File: src/rtl/player_track_walker.sv
// Circular-track position engine: holds per-player tile and lap counts and walks
// one accepted player forward one tile per step_en tick, reporting landing status.
module player_track_walker #(
  parameter int N_PLAYERS = 4,
  parameter int TRACK_LEN = 24,
  parameter int POS_W     = 5,
  parameter int PID_W     = 2,
  parameter int STEP_W    = 3,
  parameter int LAP_W     = 4
) (
  input  logic                       clk,
  input  logic                       rst_n,
  input  logic                       clr,
  input  logic                       step_en,
  input  logic                       move_valid,
  output logic                       move_ready,
  input  logic [PID_W-1:0]           move_pid,
  input  logic [STEP_W-1:0]          move_steps,
  output logic [N_PLAYERS*POS_W-1:0] pos_flat,
  output logic [N_PLAYERS*LAP_W-1:0] lap_flat,
  output logic                       busy,
  output logic                       move_done,
  output logic                       move_err,
  output logic                       land_shared
);

  typedef enum logic [1:0] {IDLE, WALK, DONE} state_t;

  state_t              state;
  logic [POS_W-1:0]    pos [N_PLAYERS];
  logic [LAP_W-1:0]    lap [N_PLAYERS];
  logic [PID_W-1:0]    pid_q;
  logic [STEP_W-1:0]   remaining;
  logic                pid_ok;
  logic                shared;
  logic [POS_W-1:0]    land_pos;

  assign pid_ok     = (int'(move_pid) < N_PLAYERS);
  assign move_ready = (state == IDLE) & ~clr;

  always_comb begin
    pos_flat = '0;
    lap_flat = '0;
    for (int k = 0; k < N_PLAYERS; k++) begin
      pos_flat[k*POS_W +: POS_W] = pos[k];
      lap_flat[k*LAP_W +: LAP_W] = lap[k];
    end
  end

  // Occupancy check of the mover's tile; only meaningful for a valid pid in DONE.
  always_comb begin
    land_pos = '0;
    shared   = 1'b0;
    for (int k = 0; k < N_PLAYERS; k++)
      if (PID_W'(k) == pid_q) land_pos = pos[k];
    for (int k = 0; k < N_PLAYERS; k++)
      if ((PID_W'(k) != pid_q) && (pos[k] == land_pos)) shared = 1'b1;
  end

  assign land_shared = move_done & ~move_err & shared;

  always_ff @(posedge clk or negedge rst_n) begin
    if (!rst_n) begin
      state     <= IDLE;
      pid_q     <= '0;
      remaining <= '0;
      busy      <= 1'b0;
      move_done <= 1'b0;
      move_err  <= 1'b0;
      for (int k = 0; k < N_PLAYERS; k++) begin
        pos[k] <= '0;
        lap[k] <= '0;
      end
    end else if (clr) begin
      state     <= IDLE;
      busy      <= 1'b0;
      move_done <= 1'b0;
      move_err  <= 1'b0;
      for (int k = 0; k < N_PLAYERS; k++) begin
        pos[k] <= '0;
        lap[k] <= '0;
      end
    end else begin
      case (state)
        IDLE: begin
          move_done <= 1'b0;
          move_err  <= 1'b0;
          if (move_valid) begin
            pid_q     <= move_pid;
            remaining <= move_steps;
            if ((move_steps != '0) && pid_ok) begin
              state <= WALK;
              busy  <= 1'b1;
            end else begin
              state     <= DONE;
              move_done <= 1'b1;
              move_err  <= ~pid_ok;
            end
          end
        end
        WALK: begin
          if (step_en) begin
            for (int k = 0; k < N_PLAYERS; k++) begin
              if (PID_W'(k) == pid_q) begin
                if (pos[k] == POS_W'(TRACK_LEN - 1)) begin
                  pos[k] <= '0;
                  if (lap[k] != '1) lap[k] <= lap[k] + 1'b1;
                end else begin
                  pos[k] <= pos[k] + 1'b1;
                end
              end
            end
            remaining <= remaining - 1'b1;
            if (remaining == STEP_W'(1)) begin
              state     <= DONE;
              busy      <= 1'b0;
              move_done <= 1'b1;
              move_err  <= 1'b0;
            end
          end
        end
        DONE: begin
          state     <= IDLE;
          move_done <= 1'b0;
          move_err  <= 1'b0;
        end
        default: begin
          state     <= IDLE;
          busy      <= 1'b0;
          move_done <= 1'b0;
          move_err  <= 1'b0;
        end
      endcase
    end
  end

endmodule

File: config.mk
export PLATFORM = sky130hd
export DESIGN_NAME = player_track_walker
export DESIGN_NICKNAME = d
export VERILOG_FILES = /design/src/rtl/player_track_walker.sv
export SDC_FILE = /design/constraint.sdc
export NUM_CORES = 1
export LEC_CHECK = 0
export BUFFER_PORTS_ARGS = -buffer_cell sky130_fd_sc_hd__buf_2
export CAP_MARGIN = 25
export CORE_MARGIN = 8
export CORE_UTILIZATION = 55
export CTS_CLUSTER_DIAMETER = 30
export DETAILED_ROUTE_END_ITERATION = 8
export HOLD_SLACK_MARGIN = 0.1
export MAX_ROUTING_LAYER = met4
export PLACE_DENSITY = 0.78
export SLEW_MARGIN = 10
export SYNTH_ARGS = -nofsm -noshare
export SYNTH_HDL_FRONTEND = slang
export SYNTH_SLANG_ARGS = --single-unit
export TNS_END_PERCENT = 100
File: constraint.sdc
create_clock -name clk -period 3.22 [get_ports clk]
set_input_delay 0.161 -clock clk [delete_from_list [all_inputs] [get_ports clk]]
set_output_delay 0.161 -clock clk [all_outputs]
set_load 0.01 [all_outputs]
# == Word level (Yosys, flattened, before mapping) ==
# Cells that the tools add are included.
# classes
add_sub_neg,9
mul,0
n_div,0
order_cmp,0
n_eq_ne,28
shift,0
n_mux,57
bitwise,5
reduce_logical,36
# op_table
cell,count
$mux W20,3
$mux W5,12
$mux W16,3
$mux W4,12
$reduce_bool A2 Y1,16
$reduce_and A5 Y1,5
$add A5 B1 Y5 const B,4
$eq A5 B5 Y1,4
$eq A5 B5 Y1 const B,4
$reduce_and A3 Y1,6
$add A4 B1 Y4 const B,4
$mux W1,16
$ne A4 B4 Y1 const B,4
$mux W2,5
$ne A3 B3 Y1 const B,3
$mux W3,2
$ne A2 B2 Y1 const B,3
$pmux W3 S2,1
$eq A2 B2 Y1 const A,2
$logic_and A1 B1 Y1,4
$logic_not A2 Y1,2
$ne A2 B2 Y1 const A,2
$pmux W2 S2,1
$reduce_and A4 Y1,1
13 further kinds,16
# word_totals
reg_bits,46
latchBits,0
mem_bits_rw,0
mem_bits_ro,0
input_bits,10
output_inout_bits,41
word_cells,149
memories,0

# == Depth between registers and ports, before layout ==
# Gate-level depths: netlist of run 1.
# depth
ltp_word,12
depth_mapped,8
depth_no_buf,7

# == Least setup slack after synthesis of run 1 ==
# No wires, ideal clock.
# synth_path
kind,reg-to-output
start,reg pid_q[1]
end,out land_shared
arrival_ps,1802
required_ps,3059
setup_slack_ps,1257
stages_incl_launch_ff,9
n_path_buf,2
cell_sequence,dfrtp_1 > buf_2 > buf_2 > mux2i_1 > xnor2_1 > nand4_1 > o32ai_1 > a311oi_1 > a21boi_0
# synth_via
elab_chain_len,12
elab_cells_between_ends,25
classes_between,10 x eq/ne; 8 x mux; 1 x bitwise; 6 x reduce/logical
# synth_lines
element,line,source
start: declaration,32,logic [PID_W-1:0] pid_q;
start signal: assignment,89,pid_q <= move_pid;
$logic_not A2 Y1,55,if (PID_W'(k) == pid_q) land_pos = pos[k];
$mux W5 (4 in a row),55,
$eq A5 B5 Y1,57,if ((PID_W'(k) != pid_q) && (pos[k] == land_pos)) shared = 1'b1;
$logic_and A1 B1 Y1,57,
$mux W1 (3 in a row),57,
$mux W1 (*),57,
$and A1 B1 Y1 (*),60,assign land_shared = move_done & ~move_err & shared;
end: declaration,24,output logic land_shared
# Mark *: on every way between the ends. The rest lies on a longest branch, timed or not.

# == Final worst setup path of run 1 ==
# Ends and elaborated chain as after synthesis.

==> reports/qor.log, run 1 <==
INFO  run_status     outcome=completed
INFO  synthesis      yosys_most_used_dff=sky130_fd_sc_hd__dfrtp_1
INFO  global_route   globalRouteOverflowTotal=0
INFO  worst_setup_path criticalPathCategory=flip-flop to output pin
INFO  timing         worst_hold_slack=0.117ns
INFO  cells_and_area layout.filler_cells=441
INFO  worst_setup_path critPathRequiredTime=3.06ns
INFO  worst_setup_path timing.rr.start=pid_q[1]
INFO  pwr            totalPowerFinal=1.35mW
INFO  floorplanning  core=5140um2
INFO  cells_and_area final_cells=428
INFO  synthesis      synth.avg_cell_area=9.08um2
INFO  synthesis      synth.cell_area=2950um2
INFO  min_path       worst_hold_startpoint=move_pid[1]
INFO  synthesis      yosysUniqueCellTypes=48
INFO  synthesis      synth_warnings=0
INFO  cells_and_area final_design_area_no_fill=3290um2
INFO  clock_tree     root_buffer=sky130_fd_sc_hd__clkbuf_8
INFO  floorplanning  die_area=7970um2
INFO  timing         final.setup.worst_slack=0.425ns
INFO  timing         setup_total_negative_slack=0ns
INFO  min_path       hold_path_class=input port to flip-flop
INFO  pwr            total_leakage_power=1.69nW
INFO  global_route   grt_max_degree=47
INFO  clock_tree     cts_tree=yes
INFO  global_route   vias_in_the_first_global_route=2320
INFO  timing         share_of_the_cycle_needed_by_the_critical_path_after_routing=0.868
INFO  timing         report.final.slew_viol_count=0
INFO  timing         max_slew.worst_pin.slew=0.842ns
INFO  cells_and_area num_antenna_cells=0
INFO  worst_setup_path arrival_time_of_the_worst_setup_path=2.63ns
INFO  synthesis      ys_async_sr_fraction=1.00
INFO  floorplanning  initial_utilization=0.574
INFO  placed_design  detailedPlace.worstSlack=0.751ns
INFO  floorplanning  fp.dieW=89.3um
INFO  clock_tree     cts_max_path_buffers=2
INFO  worst_setup_path reg2reg_setup_slack=0.82ns
INFO  cells_and_area fin_nets=379
INFO  timing         timing.max_slew.rel_slack=0.438
INFO  global_route   wire_length_of_the_first_global_routing_pass=10900um
INFO  drt            number_of_antenna_violating_nets_in_the_routed_design=0
INFO  drt            dr.pass1.iters=4
INFO  cells_and_area layout.cells.most_common_list=49 x sky130_fd_sc_hd__buf_2, 45 x sky130_fd_sc_hd__dfrtp_1, 36 x sky130_fd_sc_hd__nor2_1, 31 x sky130_fd_sc_hd__xor2_1
INFO  floorplanning  placement_rows=26
INFO  cells_and_area syn_to_final_growth=11.6%
INFO  job            timing.max_cap.violations=0
INFO  synthesis      ys_seq_area_frac=0.382
INFO  min_path       hold_path_depth=2
INFO  floorplanning  die-height=89.3um
INFO  clock_tree     htreeDepth=2
INFO  worst_setup_path timing.critical_path.from_type=flip-flop
INFO  min_path       min_to=pid_q[1]
INFO  clock_tree     clk_pin_slew_worst_paths=0.07ns
INFO  drt            post_drt_via_cell_ratio=5.56
INFO  global_route   grt_usage=0.179
INFO  placed_design  place.gp.congestion=0.924
INFO  clock_tree     numClockSinks=45
INFO  pwr            power.ir.vdd_worst=0.000302V
INFO  drt            detail_route.drc_violations=0
INFO  placed_design  numPlacedInstances=419
INFO  timing         clock.fmax=358MHz
INFO  global_route   grt_antenna_before_repair=0
INFO  synthesis      synth-edff-count=0
INFO  clock_tree     cts_inserted_buffers=5
INFO  placed_design  postPlaceCellArea=3180um2
INFO  worst_setup_path timing.reg2reg.worst_path_depth=6
INFO  drt            vias=2381
INFO  placed_design  number_of_i_o_port_buffers=49
INFO  placed_design  dp_hpwl=4710um
INFO  synthesis      synthCells=325
INFO  pwr            powerDensity=411nW/um2
INFO  cells_and_area final_common_cell=sky130_fd_sc_hd__buf_2
INFO  worst_setup_path critPathMaxFanout=20
INFO  cells_and_area postLayoutCoreUtil=0.641
INFO  drt            post_drt_wl_per_cell=15.0um
INFO  worst_setup_path element_type_at_the_critical_path_end=output pin
INFO  timing         setup_repair_after_global_routing_missed_its_margin=false
INFO  floorplanning  io_pins=51
INFO  timing         final_hold_violation_count=0
INFO  clock_tree     worst_skew_pair.late_latency=0.30ns
INFO  timing         timing.clock.skew=0.00759ns
INFO  worst_setup_path reg2reg_to=lap_flat[15]
INFO  clock_tree     post_cts_resize_count=0
INFO  timing         post-route-min-period=2.80ns
INFO  synthesis      postSynthNetCount=345
INFO  drt            drt_iter0_markers=145
INFO  cells_and_area final_layout_size_suffix_gt1_frac=0.187
INFO  drt            totalWireLength=6440um
INFO  timing         setup_violations=0
INFO  synthesis      synth-seq-cells=45
cell usage after synthesis (4+ instances only):
cell type	instances	area [um2]
sky130_fd_sc_hd__a21o_1	4	30.0
sky130_fd_sc_hd__a21oi_1	12	60.1
sky130_fd_sc_hd__a31oi_1	5	31.3
sky130_fd_sc_hd__clkbuf_1	19	71.3
sky130_fd_sc_hd__dfrtp_1	45	1130
sky130_fd_sc_hd__ha_1	10	125
sky130_fd_sc_hd__inv_1	10	37.5
sky130_fd_sc_hd__mux2i_1	21	210
sky130_fd_sc_hd__nand2_1	21	78.8
sky130_fd_sc_hd__nand2b_1	5	31.3
sky130_fd_sc_hd__nand3_1	12	60.1
sky130_fd_sc_hd__nand4_1	8	50.1
sky130_fd_sc_hd__nor2_1	36	135
sky130_fd_sc_hd__nor2b_1	5	31.3
sky130_fd_sc_hd__nor3_1	10	50.1
sky130_fd_sc_hd__nor4_1	4	25.0
sky130_fd_sc_hd__o21ai_0	19	95.1
sky130_fd_sc_hd__xnor2_1	9	78.8
sky130_fd_sc_hd__xor2_1	31	272
kinds of logic (layout without fill, tap and decap cells):
family,after synthesis,after routing,synth area share
compound gates,57,57,0.128
xor+xnor,40,40,0.119
fa+ha+maj,10,10,0.0424
buf+inv,35,68,0.0483
flops,45,45,0.382
mux,24,24,0.0827
other cells,1,1,0.00127
simple gates,113,113,0.198
layer usage:
metal / GRT usage / part of all wire
met5: - / 0
met4: 0.0514 / 0.013
met3: 0.0414 / 0.057
met2: 0.287 / 0.48
met1: 0.219 / 0.45
power breakdown:
group	switching, mW	internal (mW)
registers	0.0966	0.614
clock network	0.181	0.143
logic	0.165	0.153
total	0.443	0.910
registers in the layout (all words and copies together), names as in the netlist:
| name | cells |
|---|---|
| busy | 1 |
| move_done | 1 |
| lap_flat | 16 |
| pos_flat | 20 |
| pid_q | 2 |
| remaining | 3 |
| state | 2 |
final cells by class:
class | count | area [um2] | share of cell area
Sequential cell | 45 | 1130 | 0.342
Timing Repair Buffer | 52 | 285 | 0.0866
Tap cell | 70 | 87.6 | 0.0266
Clock buffer | 5 | 68.8 | 0.0209
Clock inverter | 1 | 5.00 | 0.00152
Multi-Input combinational cell | 245 | 1680 | 0.511
Inverter | 10 | 37.5 | 0.0114
critical path, cell delays in order (launching register included):
cell,delay (ns)
sky130_fd_sc_hd__dfrtp_1,0.89
sky130_fd_sc_hd__nand2_1,0.27
sky130_fd_sc_hd__o32ai_1,0.34
sky130_fd_sc_hd__o22ai_1,0.14
sky130_fd_sc_hd__nor4_1,0.27
sky130_fd_sc_hd__o21ai_0,0.10
sky130_fd_sc_hd__a21boi_0,0.16
sky130_fd_sc_hd__buf_2,0.16
worst max-delay path by stage:
| stage | start | depth (start not counted) | slack, ns | end |
|---|---|---|---|---|
| 3_3_place_gp | pid_q[1] | 7 | 0.80 | land_shared |
| 3_5_place_dp | pid_q[1] | 7 | 0.75 | land_shared |
| 4_1_cts | pid_q[1] | 7 | 0.42 | land_shared |
| 6_report | pid_q[1] | 7 | 0.42 | land_shared |
| 2_1_floorplan | pid_q[1] | 8 | 1.26 | land_shared |
| 5_1_grt | pid_q[1] | 7 | 0.21 | land_shared |
timing repair:
item,4_1_cts,5_1_grt
hold endpoints to repair,46,0
setup endpoints to repair,0,0
setup buffers,0,0
hold buffers,2,0
Note: power is estimated with default switching activity, not from simulation.
==> inputs of run 2 (changes only) <==
--- a/config.mk
+++ b/config.mk
@@ -8,12 +8,12 @@
 export BUFFER_PORTS_ARGS = -buffer_cell sky130_fd_sc_hd__buf_2
 export CAP_MARGIN = 25
 export CORE_MARGIN = 8
-export CORE_UTILIZATION = 55
+export CORE_UTILIZATION = 61
 export CTS_CLUSTER_DIAMETER = 30
 export DETAILED_ROUTE_END_ITERATION = 8
 export HOLD_SLACK_MARGIN = 0.1
 export MAX_ROUTING_LAYER = met4
-export PLACE_DENSITY = 0.78
+export PLACE_DENSITY = 0.86
 export SLEW_MARGIN = 10
 export SYNTH_ARGS = -nofsm -noshare
 export SYNTH_HDL_FRONTEND = slang
==> run 2 against run 1 <==
Compared with the run above: routed wire length up 0.19%; core utilization up 6.0 points; clock power up 11%; via count up 1.5%; die area down 8.1%; flip-flop and latch count unchanged; largest cell class unchanged; highest routed layer unchanged.
==> reports/qor.log, run 2 (synthesis results as in run 1) <==
INFO  cells_and_area area_taken_by_flip_flops_and_latches=1130um2 [unchanged]
INFO  timing         setup_total_negative_slack=0ns [unchanged]
INFO  drt            vias=2417 [was 2381]
INFO  global_route   wire_length_of_the_first_global_routing_pass=11000um [was 10900 um]
INFO  clock_tree     worst_skew_pair.late_latency=0.30ns [about the same]
INFO  clock_tree     cts_max_path_buffers=2 [unchanged]
INFO  floorplanning  io_pins=51 [unchanged]
INFO  clock_tree     cts_inserted_buffers=5 [unchanged]
INFO  job            timing.max_cap.violations=0 [unchanged]
INFO  timing         setup_repair_after_global_routing_missed_its_margin=false [unchanged]
INFO  drt            number_of_antenna_violating_nets_in_the_routed_design=0 [unchanged]
INFO  drt            drt_iter0_markers=228 [was 145]
INFO  drt            post_drt_wl_per_cell=15.6um [was 15.0 um]
INFO  worst_setup_path timing.rr.start=pid_q[1] [unchanged]
INFO  placed_design  number_of_i_o_port_buffers=49 [unchanged]
INFO  cells_and_area multiInputGateArea=1680um2 [unchanged]
INFO  floorplanning  placement_rows=25 [was 26]
INFO  timing         report.final.slew_viol_count=0 [unchanged]
INFO  cells_and_area num_antenna_cells=0 [unchanged]
INFO  clock_tree     htreeDepth=2 [unchanged]
INFO  timing         final_hold_violation_count=0 [unchanged]
INFO  worst_setup_path timing.reg2reg.worst_path_depth=6 [unchanged]
INFO  global_route   globalRouteOverflowTotal=0 [unchanged]
INFO  drt            post_drt_via_cell_ratio=5.85 [was 5.56]
INFO  cells_and_area postLayoutCoreUtil=0.701 [was 0.641]
INFO  cells_and_area layout.filler_cells=377 [was 441]
INFO  cells_and_area largest_reg_flops=20 [unchanged]
INFO  placed_design  place.gp.congestion=0.921 [was 0.924]
INFO  pwr            powerDensity=421nW/um2 [was 411 nW/um2]
INFO  drt            detail_route.drc_violations=0 [unchanged]
INFO  worst_setup_path worst_setup_path_startpoint=pid_q[1] [unchanged]
INFO  clock_tree     clk_pin_slew_worst_paths=0.08ns [was 0.07 ns]
INFO  pwr            total_leakage_power=1.69nW [about the same]
INFO  floorplanning  die-height=85.6um [was 89.3 um]
INFO  clock_tree     numClockSinks=45 [unchanged]
INFO  worst_setup_path critPathMaxFanout=20 [unchanged]
INFO  cells_and_area layout.cells.most_common_list=49 x sky130_fd_sc_hd__buf_2, 45 x sky130_fd_sc_hd__dfrtp_1, 36 x sky130_fd_sc_hd__nor2_1, 31 x sky130_fd_sc_hd__xor2_1 [unchanged]
INFO  placed_design  dp_hpwl=4600um [was 4710 um]
INFO  floorplanning  initial_utilization=0.629 [was 0.574]
INFO  clock_tree     root_buffer=sky130_fd_sc_hd__clkbuf_8 [unchanged]
INFO  cells_and_area fin_nets=379 [unchanged]
INFO  pwr            power.ir.vdd_worst=0.000247V [was 0.000302 V]
INFO  timing         timing.clock.skew=0.00635ns [was 0.00759 ns]
INFO  timing         clock.fmax=347MHz [was 358 MHz]
INFO  floorplanning  die_area=7320um2 [was 7970 um2]
INFO  drt            totalWireLength=6450um [was 6440 um]
INFO  worst_setup_path element_type_at_the_critical_path_end=output pin [unchanged]
INFO  global_route   grt_antenna_before_repair=0 [unchanged]
INFO  timing         max_slew.worst_pin.slew=0.839ns [was 0.842 ns]
INFO  global_route   vias_in_the_first_global_route=2434 [was 2320]
INFO  global_route   grt_usage=0.189 [was 0.179]
INFO  cells_and_area final_layout_size_suffix_gt1_frac=0.189 [was 0.187]
INFO  worst_setup_path criticalPathCategory=flip-flop to output pin [unchanged]
INFO  min_path       hold_path_class=input port to flip-flop [unchanged]
INFO  worst_setup_path reg2reg_setup_slack=0.81ns [was 0.82 ns]
INFO  worst_setup_path arrival_time_of_the_worst_setup_path=2.72ns [was 2.63 ns]
INFO  floorplanning  core=4690um2 [was 5140 um2]
INFO  worst_setup_path reg2reg_to=lap_flat[15] [unchanged]
INFO  worst_setup_path critPathRequiredTime=3.06ns [about the same]
INFO  worst_setup_path timing.critical_path.from_type=flip-flop [unchanged]
INFO  global_route   grt_max_degree=47 [unchanged]
INFO  floorplanning  fp.dieW=85.6um [was 89.3 um]
INFO  clock_tree     postCtsSetupBuffers=0 [unchanged]
INFO  timing         timing.max_slew.rel_slack=0.441 [was 0.438]
INFO  timing         share_of_the_cycle_needed_by_the_critical_path_after_routing=0.895 [was 0.868]
INFO  timing         setup_violations=0 [unchanged]
INFO  min_path       worst_hold_startpoint=move_pid[1] [unchanged]
INFO  run_status     outcome=completed [unchanged]
INFO  worst_setup_path critical_path.endpoint=land_shared [unchanged]
INFO  cells_and_area final_common_cell=sky130_fd_sc_hd__buf_2 [unchanged]
INFO  clock_tree     cts_tree=yes [unchanged]
INFO  drt            dr.pass1.iters=4 [unchanged]
INFO  cells_and_area syn_to_final_growth=11.4% [was 11.6%]
INFO  cells_and_area final_cells=413 [was 428]
INFO  timing         post-route-min-period=2.88ns [was 2.80 ns]
INFO  placed_design  numPlacedInstances=403 [was 419]
run 2: what timing repair did:
item / 4_1_cts / 5_1_grt
gates resized for setup: 0 / 0
endpoints found under the setup margin: 0 / 0
hold buffers: 2 / 0
hold endpoints to repair: 46 / 0
run 2: how the worst min path moves through the flow:
| stage | to | slack, ns | depth (start not counted) |
|---|---|---|---|
| floorplan | busy | -0.13 | 0 |
| global placement | lap_flat[1] | 0.38 | 1 |
| detailed placement | lap_flat[3] | 0.38 | 1 |
| CTS | pid_q[1] | 0.11 | 2 |
| global route | pid_q[1] | 0.11 | 2 |
| finish | pid_q[1] | 0.10 | 2 |
run 2: final cells by class:
class,count,area share
clock buffer,6,0.0251
clock inverter,1,0.00228
inverter,10,0.0114
multi-input combinational,245,0.512
sequential,45,0.342
tap,54,0.0205
timing repair buffer,52,0.0867
run 2: metrics by stage:
stage / setup slack [ns] / total power [mW] / hold slack, ns / instance area [um2]
2_1_floorplan: 1.26 / 0.943 / -0.135 / 2950
6_report: 0.337 / 1.39 / 0.104 / 3290
3_5_place_dp: 0.730 / 1.03 / 0.385 / 3160
3_3_place_gp: 0.804 / 1.02 / 0.378 / 3160
5_1_grt: 0.196 / 1.47 / 0.114 / 3290
4_1_cts: 0.368 / 1.39 / 0.106 / 3270
run 2: critical path: stages, from the launching register on:
cell and delay (ns):
sky130_fd_sc_hd__dfrtp_1 0.89, sky130_fd_sc_hd__mux2i_1 0.43, sky130_fd_sc_hd__xor2_1 0.22, sky130_fd_sc_hd__nand4_1 0.11, sky130_fd_sc_hd__o32ai_1 0.30, sky130_fd_sc_hd__a311oi_1 0.09
sky130_fd_sc_hd__a21boi_0 0.21, sky130_fd_sc_hd__buf_2 0.16
run 2: power by group:
group / switching, mW / internal, mW
registers: 0.0959 / 0.614
clock network: 0.191 / 0.170
logic: 0.164 / 0.153
run 2: routing by layer:
metal	vias up	GRT usage	share of wire
li1	1195	-	-
met1	1162	0.216	0.44
met2	50	0.304	0.49
met3	10	0.0497	0.052
met4	0	0.0860	0.015
met5	-	-	0
